File: src/rtl/prog_memory.sv
// Instruction store with 1-cycle registered fetch, direct word write and a streaming burst loader.
// Fetch latency 1 cycle; the loader holds ld_ready high only while bursting, and ld_valid low stalls it indefinitely.
module prog_memory #(
    parameter int DATA_W = 16,
    parameter int ADDR_W = 6
) (
    input  logic              clk,
    input  logic              rst,
    input  logic              wr_en,
    input  logic [ADDR_W-1:0] wr_addr,
    input  logic [DATA_W-1:0] wr_data,
    input  logic              load_start,
    input  logic [ADDR_W-1:0] load_base,
    input  logic [ADDR_W:0]   load_len,
    input  logic              ld_valid,
    input  logic [DATA_W-1:0] ld_data,
    output logic              ld_ready,
    output logic              load_busy,
    output logic              load_done,
    input  logic              fetch_en,
    input  logic [ADDR_W-1:0] fetch_addr,
    output logic [DATA_W-1:0] fetch_data,
    output logic              fetch_valid
);

    localparam int DEPTH = 2 ** ADDR_W;

    typedef enum logic [1:0] {
        IDLE = 2'd0,
        LOAD = 2'd1,
        DONE = 2'd2
    } state_t;

    state_t            state;
    state_t            state_nxt;
    logic [ADDR_W-1:0] ptr;
    logic [ADDR_W:0]   cnt;
    logic              zero_len_done;

    // Contents start at zero and survive rst; only writes change them.
    logic [DATA_W-1:0] mem [DEPTH] = '{default: '0};

    logic is_idle;
    logic start_ok;
    logic start_burst;
    logic start_empty;
    logic beat;
    logic last_beat;

    assign is_idle     = (state == IDLE);
    assign start_ok    = is_idle && load_start;
    assign start_burst = start_ok && (load_len != '0);
    assign start_empty = start_ok && (load_len == '0);
    assign beat        = ld_valid && ld_ready;
    assign last_beat   = beat && (cnt == (ADDR_W + 1)'(1));

    always_ff @(posedge clk or posedge rst) begin
        if (rst) begin
            state <= IDLE;
        end else begin
            state <= state_nxt;
        end
    end

    always_comb begin
        state_nxt = state;
        case (state)
            IDLE:    if (start_burst) state_nxt = LOAD;
            LOAD:    if (last_beat)   state_nxt = DONE;
            DONE:    state_nxt = IDLE;
            default: state_nxt = IDLE;
        endcase
    end

    // A zero-length start never leaves IDLE, so its done pulse comes from a side flop.
    always_comb begin
        ld_ready  = 1'b0;
        load_busy = 1'b0;
        load_done = zero_len_done;
        case (state)
            LOAD: begin
                ld_ready  = 1'b1;
                load_busy = 1'b1;
            end
            DONE:    load_done = 1'b1;
            default: ;
        endcase
    end

    always_ff @(posedge clk or posedge rst) begin
        if (rst) begin
            ptr           <= '0;
            cnt           <= '0;
            zero_len_done <= 1'b0;
        end else begin
            zero_len_done <= start_empty;
            if (start_burst) begin
                ptr <= load_base;
                cnt <= load_len;
            end else if (beat) begin
                ptr <= ptr + ADDR_W'(1);
                cnt <= cnt - (ADDR_W + 1)'(1);
            end
        end
    end

    // Loader beats and direct writes are exclusive: direct writes only land in IDLE.
    always_ff @(posedge clk) begin
        if (!rst) begin
            if (beat) begin
                mem[ptr] <= ld_data;
            end else if (wr_en && is_idle) begin
                mem[wr_addr] <= wr_data;
            end
        end
    end

    always_ff @(posedge clk or posedge rst) begin
        if (rst) begin
            fetch_valid <= 1'b0;
            fetch_data  <= '0;
        end else begin
            fetch_valid <= fetch_en && is_idle;
            if (fetch_en && is_idle) begin
                fetch_data <= mem[fetch_addr];
            end
        end
    end

endmodule

File: config.mk
export PLATFORM = sky130hd
export DESIGN_NAME = prog_memory
export DESIGN_NICKNAME = d
export VERILOG_FILES = /design/src/rtl/prog_memory.sv
export SDC_FILE = /design/constraint.sdc
export NUM_CORES = 1
export LEC_CHECK = 0
export CORE_UTILIZATION = 45
export DETAILED_ROUTE_END_ITERATION = 10
export PLACE_DENSITY = 0.72
export SLEW_MARGIN = 20
export SYNTH_ARGS = -nofsm -noshare
export SYNTH_HDL_FRONTEND = slang
export SYNTH_SLANG_ARGS = --single-unit
File: constraint.sdc
create_clock -name clk -period 3.9 [get_ports clk]
set_input_delay 1.17 -clock clk [delete_from_list [all_inputs] [get_ports clk]]
set_output_delay 1.17 -clock clk [all_outputs]
set_load 0.1 [all_outputs]
==> results of run 1 <==
==> layout by cell type, fill, tap and decap left out, types with 18 or more instances in the layout <==
cell,Yosys,routed
clkbuf_16,0,101
a211oi_1,33,33
a22oi_1,81,81
nand3_1,26,26
mux4_2,160,160
nor2_1,74,72
edfxtp_1,1024,1024
dfrtp_1,33,33
o21ai_0,21,21
buf_12,2,59
buf_4,5,138
mux2_2,18,18
clkbuf_1,48,24
o211ai_1,21,21
nor3_1,19,19
a221o_1,18,18
nand2_1,39,39
clkdlybuf4s50_1,0,60
mux2i_1,209,209
clkinv_2,0,20
a31oi_1,18,18
nor2b_1,36,32
==> worst paths after layout <==
check                               from             end  cells past startpoint
max                        fetch_addr[1]   fetch_data[9]                      5
min reg2reg                       cnt[6]          cnt[6]                      1
min in group asynchronous            rst        state[1]                      3
min                               cnt[6]          cnt[6]                      1
max in group asynchronous            rst  fetch_data[11]                      3
max reg2reg                     state[1]   fetch_data[2]                      6
==> area by class of cell <==
cell class / instances / area share
diodes: 2 / 0.000104
clock buffers: 129 / 0.0553
clock inverters: 58 / 0.0126
inverters: 9 / 0.000699
multi-input cells: 884 / 0.189
flip-flops and latches: 1057 / 0.653
well taps: 1176 / 0.0304
repair buffers: 260 / 0.0591
==> cells by family (layout without fill, tap and decap cells) <==
logic type      count (synthesis)  in the layout
flops                        1057           1057
mux                           402            402
compound gates                260            260
simple gates                  218            218
buf+inv                       130            456
fa+ha+maj                       3              3
xor+xnor                        1              1
other cells                     0              2
==> per-stage QoR <==
step | TNS [ns] | worst slack, ns | instance area [um^2] | power [mW]
floorplan | 0 | 0.279 | 41300 | 15.4
global placement | -0.168 | -0.0575 | 45100 | 16.9
detailed placement | -0.191 | -0.0913 | 45100 | 17.0
CTS | 0 | 0.476 | 48300 | 26.5
global route | 0 | 0.445 | 48400 | 27.1
finish | 0 | 0.412 | 48400 | 26.5
==> sequential cells by signal (all words and copies together), names as in the netlist <==
register,flops
mem,1024
fetch_data,16
cnt,7
ptr,6
state,2
fetch_valid,1
zero_len_done,1
==> worst reg2reg max path, cell delays in order (launching register included) <==
cell	delay, ns
dfrtp_1	0.46
nor2_1	0.55
nand2_1	0.15
inv_1	0.10
nand2_1	0.45
nor3_1	0.78
a221o_1	0.22
==> metal layers <==
layer  routed length (um)  global-route usage  share of wire  up-vias
met4                 3080              0.0735          0.030        4
met2                50600               0.360           0.49     1193
met1                40800               0.312           0.39    11400
met5                   24                   0        0.00023        -
met3                 9660              0.0419          0.093      176
li1                     -                   -              -     9085
==> report_power, final <==
part / total (mW) / internal (mW) / leakage [nW] / switching, mW
Clock: 9.66 / 5.53 / 1.60 / 4.13
Combinational: 3.47 / 1.04 / 4.68 / 2.43
Sequential: 13.3 / 13.0 / 9.61 / 0.316
Total: 26.5 / 19.6 / 15.9 / 6.88
==> results.sh, run 1 <==
export IMPL_outcome="completed"
export IMPL_route_antenna_remaining_nets=0
export IMPL_synth_edf_count=1024
export IMPL_cp_num_buf_inv=1
export IMPL_multi_input_area_mm2=0.00913
export IMPL_fillers=6756
export IMPL_yosysWarnings=0
export IMPL_drive_gt1_frac=0.223
export IMPL_min_path_type="flop to flop"
export IMPL_gr_total_overflow=0
export IMPL_finalMaxSlewViolations=0
export IMPL_rsz0062_at_grt="no"
export IMPL_synth_simple_gate_area_frac=0.0250
export IMPL_syn_cell_area_mm2=0.0413
export IMPL_syn_inst=2071
export IMPL_synth_nets=2137
export IMPL_drt_iter0_drc=3191
export IMPL_leakagePower_nw=15.9
export IMPL_hold_buffers=0
export IMPL_ys_ff_latch=1057
export IMPL_final_cells=3575
export IMPL_vias_per_cell=6.10
export IMPL_die_h_um=305
export IMPL_synth_ff_type="edfxtp_1"
export IMPL_grt_max_degree=65
export IMPL_cts_max_level=3
export IMPL_seq_area_frac_synth=0.764
export IMPL_cp_slowest_cell="nor2_1"
export IMPL_via_count=21800
export IMPL_die_area_mm2=0.0930
export IMPL_crit_path_end_kind="flop"
export IMPL_rows=110
export IMPL_drc=0
export IMPL_required_ns=4.50
export IMPL_hpwl_um=64000
export IMPL_antenna_found_initial=4
export IMPL_synth_top_area_frac=0.744
export IMPL_cts_sinks=1057
export IMPL_fin_nets=2378
export IMPL_timing_final_crit_share=0.894
export IMPL_clk_latency_ns=0.67
export IMPL_vdd_drop_max_mv=0.381
export IMPL_yosys_top_cells_area="edfxtp_1, mux4_2, mux2i_1, dfrtp_1, a22oi_1"
export IMPL_gp_congestion=0.897
export IMPL_grt_pass1_vias=21700
export IMPL_post_drt_wl_per_cell_um=29.2
export IMPL_finalHoldViolCount=0
export IMPL_post_cts_setup_buffer_count=0
export IMPL_cts_buffers=100
export IMPL_die_w_um=305
export IMPL_arrival_ns=4.09
export IMPL_critPathMaxStageDelay_ns=1.04
export IMPL_ff2ff_setup_slack_ns=1.14
export IMPL_p_per_area_mw_per_mm2=547
export IMPL_routed_wl_um=104000
export IMPL_synth_top_cells_by_count="edfxtp_1, mux2i_1, mux4_2"
export IMPL_whs_ns=0.544
export IMPL_cap_violations=0
export IMPL_io_pins=83
export IMPL_path_class="input port to flop"
export IMPL_cp_start_kind="input port"
export IMPL_start_util=0.457
export IMPL_max_slew_margin_rel=0.221
export IMPL_grt_pass1_wl_um=151000
export IMPL_area_growth_syn_to_layout_pct=17.0
export IMPL_worst_pin_slew_ns=1.16
export IMPL_place_inst=3386
export IMPL_final_util=0.535
export IMPL_path_max_fanout=16
export IMPL_synth_largest_area_cell="edfxtp_1"
export IMPL_drtPass1Iterations=6
export IMPL_crit_chain="clkdlybuf4s50_1, nor2_1, nand3_1, o211ai_1, a221o_1"
export IMPL_grt_util_all_layers=0.225
export IMPL_fin_crit_ns=3.49
export IMPL_cp_top_family="simple AND/OR/NAND/NOR gates"
export IMPL_synth_xor_area_share=0.000212
export IMPL_synthMuxAreaShare=0.147
export IMPL_setup_viol=0
export IMPL_ys_async_sr_fraction=0.0312
export IMPL_finalClockSkew_ns=0.0373
export IMPL_final_seq_area_mm2=0.0316
export IMPL_synth_area_per_cell_um2=19.9
export IMPL_synth_cell_types=46
export IMPL_cts_tree="yes"
export IMPL_synth_top_family_by_area="multiplexers"
export IMPL_fmax_mhz=287
export IMPL_yosysMostFrequentCell="edfxtp_1"
export IMPL_clk_pin_slew_ns=0.06
export IMPL_clock_path_buffers=3
export IMPL_synthAdderAreaFrac=0.000909
export IMPL_synth_compound_area_frac=0.0470
export IMPL_core_area_mm2=0.0904
export IMPL_cts_resized=0
export IMPL_port_buffer_count=82
export IMPL_cts_root_buf="clkbuf_16"
No activity file was read; power rests on OpenSTA's default activity.
==> inputs of run 2 (changes only) <==
--- a/config.mk
+++ b/config.mk
@@ -8,6 +8,7 @@
 export CORE_UTILIZATION = 45
 export DETAILED_ROUTE_END_ITERATION = 10
 export PLACE_DENSITY = 0.72
+export SKIP_LAST_GASP = 1
 export SLEW_MARGIN = 20
 export SYNTH_ARGS = -nofsm -noshare
 export SYNTH_HDL_FRONTEND = slang
==> results of run 2 <==
The final DEF is identical to that of run 1; final timing and power are the same.
==> inputs of run 3 (changes only) <==
==> constraint.sdc (replaced) <==
create_clock -name clk -period 3.9 [get_ports clk]
set_input_delay 1.17 -clock clk [delete_from_list [all_inputs] [get_ports clk]]
set_output_delay 1.17 -clock clk [all_outputs]
set_load 0.005 [all_outputs]
==> run 3 against run 2 <==
  * Clock-buffer cell count decreased by 5
  * Cell area decreased by 0.84%
  * Via count decreased by 2.6%
  * Routed wire length decreased by 6.4%
  * Combinational power decreased by 24%
  * Non-clock buffer count decreased by 29
  * Sequential share of layout area increased by 0.56 points
  * Critical path type unchanged
  * Largest cell class unchanged
==> results.sh, run 3 (same netlist as run 1, synthesis figures left out) <==
export IMPL_grt_pass1_wl_um=142000
export IMPL_clock_path_buffers=3
export IMPL_cts_tree="yes"
export IMPL_post_drt_wl_per_cell_um=27.5
export IMPL_p_sw_mw=6.00
export IMPL_via_count=21300
export IMPL_worstSetupStartpoint="rst"
export IMPL_clk_pin_slew_ns=0.06
export IMPL_area_growth_syn_to_layout_pct=16.0
export IMPL_critPathCapture="mem[5][13]"
export IMPL_power_frac_comb=0.103
export IMPL_rsz0062_at_grt="no"
export IMPL_final_common_cell="edfxtp_1"
export IMPL_io_pins=83
export IMPL_cts_sinks=1057
export IMPL_arrival_ns=3.88
export IMPL_port_buffer_count=82
export IMPL_fin_crit_ns=3.53
export IMPL_required_ns=4.25
export IMPL_finalHoldViolCount=0
export IMPL_final_cells=3542
export IMPL_min_path_type="flop to flop"
export IMPL_hp_start="cnt[6]"
export IMPL_worst_pin_slew_ns=1.09
export IMPL_hold_buffers=0
export IMPL_largest_reg_flops=1024
export IMPL_hpwl_um=59300
export IMPL_vias_per_cell=6.00
export IMPL_clk_latency_ns=0.67
export IMPL_core_area_mm2=0.0904
export IMPL_power_internal_mw=19.6
export IMPL_fin_nets=2349
export IMPL_sw_frac_of_total=0.234
export IMPL_design_area_mm2=0.0479
export IMPL_drtPass1Iterations=5
export IMPL_gr_total_overflow=0
export IMPL_total_power_mw=25.6
export IMPL_vdd_drop_max_mv=0.381
export IMPL_whs_ns=0.545
export IMPL_finalMaxSlewViolations=0
export IMPL_cts_max_level=3
export IMPL_cts_resized=0
export IMPL_start_util=0.457
export IMPL_timing_final_crit_share=0.905
export IMPL_cts_buffers=100
export IMPL_mostFrequentLayoutCells="edfxtp_1, mux2i_1, mux4_2"
export IMPL_path_class="input port to flop"
export IMPL_grt_pass1_vias=21100
export IMPL_placed_cell_area_mm2=0.0446
export IMPL_fillers=6718
export IMPL_top_register="mem"
export IMPL_r2r_cells=6
export IMPL_diodes=0
export IMPL_outcome="completed"
export IMPL_routed_wl_um=97500
export IMPL_max_slew_margin_rel=0.268
export IMPL_grt_util_all_layers=0.209
export IMPL_route_antenna_remaining_nets=0
export IMPL_rows=110
export IMPL_reg_top3="mem: 1024 flops, fetch_data: 16 flops, cnt: 7 flops"
export IMPL_drt_iter0_drc=2714
export IMPL_fmax_mhz=283
export IMPL_leakagePower_nw=15.7
export IMPL_cap_violations=0
export IMPL_drc=0
export IMPL_ff2ff_setup_slack_ns=0.83
export IMPL_antenna_found_initial=1
export IMPL_cts_root_buf="clkbuf_16"
export IMPL_gp_congestion=0.968
export IMPL_p_per_area_mw_per_mm2=535
export IMPL_post_cts_setup_buffer_count=0
export IMPL_clkPwrFrac=0.379
export IMPL_finalClockSkew_ns=0.0265
export IMPL_die_w_um=305
export IMPL_regToRegStartpoint="state[0]"
export IMPL_rr_endpoint="mem[38][10]"
export IMPL_final_util=0.530
export IMPL_path_max_fanout=19
export IMPL_die_area_mm2=0.0930
export IMPL_crit_path_end_kind="flop"
export IMPL_drive_gt1_frac=0.203
export IMPL_seq_power_share=0.519
export IMPL_die_h_um=305
export IMPL_place_inst=3357
export IMPL_grt_max_degree=65
export IMPL_cp_start_kind="input port"
export IMPL_setup_viol=0
## run 3: changes by cell type in the layout (fill, tap and decap cells not counted), sizes merged, moves of 4 or more
cell	previous run	this run
clkdlybuf4s50	60	79
clkinv	39	43
clkbuf	130	125
buf	199	151
## run 3: layout make-up
cell class / instances / area [um^2] / share of cell area
Inverter: 9 / 33.8 / 0.000705
Multi-Input combinational cell: 884 / 9120 / 0.190
Clock inverter: 61 / 642 / 0.0134
Clock buffer: 124 / 2650 / 0.0554
Timing Repair Buffer: 231 / 2450 / 0.0511
Sequential cell: 1057 / 31600 / 0.659
Tap cell: 1176 / 1470 / 0.0307
## run 3: power by group through the flow
stage                     Clock (mW)  Combinational, mW  Sequential (mW)
after floorplan                    0               1.42             13.4
after global placement             0               2.56             13.5
after detailed placement           0               2.63             13.5
after CTS                       9.83               2.64             13.3
after global routing            10.3               2.78             13.3
final                           9.70               2.64             13.3
## run 3: how the worst min path moves through the flow
stage / slack [ns] / endpoint / cells after the start
floorplan: 0.48 / cnt[6] / 1
global placement: 0.50 / cnt[6] / 1
detailed placement: 0.53 / cnt[6] / 1
CTS: 0.54 / cnt[6] / 1
global route: 0.57 / cnt[6] / 1
finish: 0.54 / cnt[6] / 1
## run 3: critical path, stage by stage
cell,delay [ns]
clkdlybuf4s50_1,0.48
nor4b_4,0.29
buf_4,0.28
mux2i_1,0.59
nand2_1,0.49
nor2_1,0.27
buf_4,0.29
## run 3: metrics by stage
stage | setup TNS, ns | setup slack, ns
6_report | 0 | 0.370
5_1_grt | 0 | 0.329
2_1_floorplan | 0 | 0.279
3_5_place_dp | -50.49 | -0.214
3_3_place_gp | -54.48 | -0.178
4_1_cts | 0 | 0.476
## run 3: layer usage
layer | share of wire | routed length [um] | GRT usage | up-vias
li1 | - | - | - | 9002
met1 | 0.38 | 37000 | 0.281 | 11000
met2 | 0.49 | 48000 | 0.343 | 1096
met3 | 0.092 | 8970 | 0.0375 | 189
met4 | 0.036 | 3520 | 0.0767 | 0
met5 | 0 | 0 | 0 | -
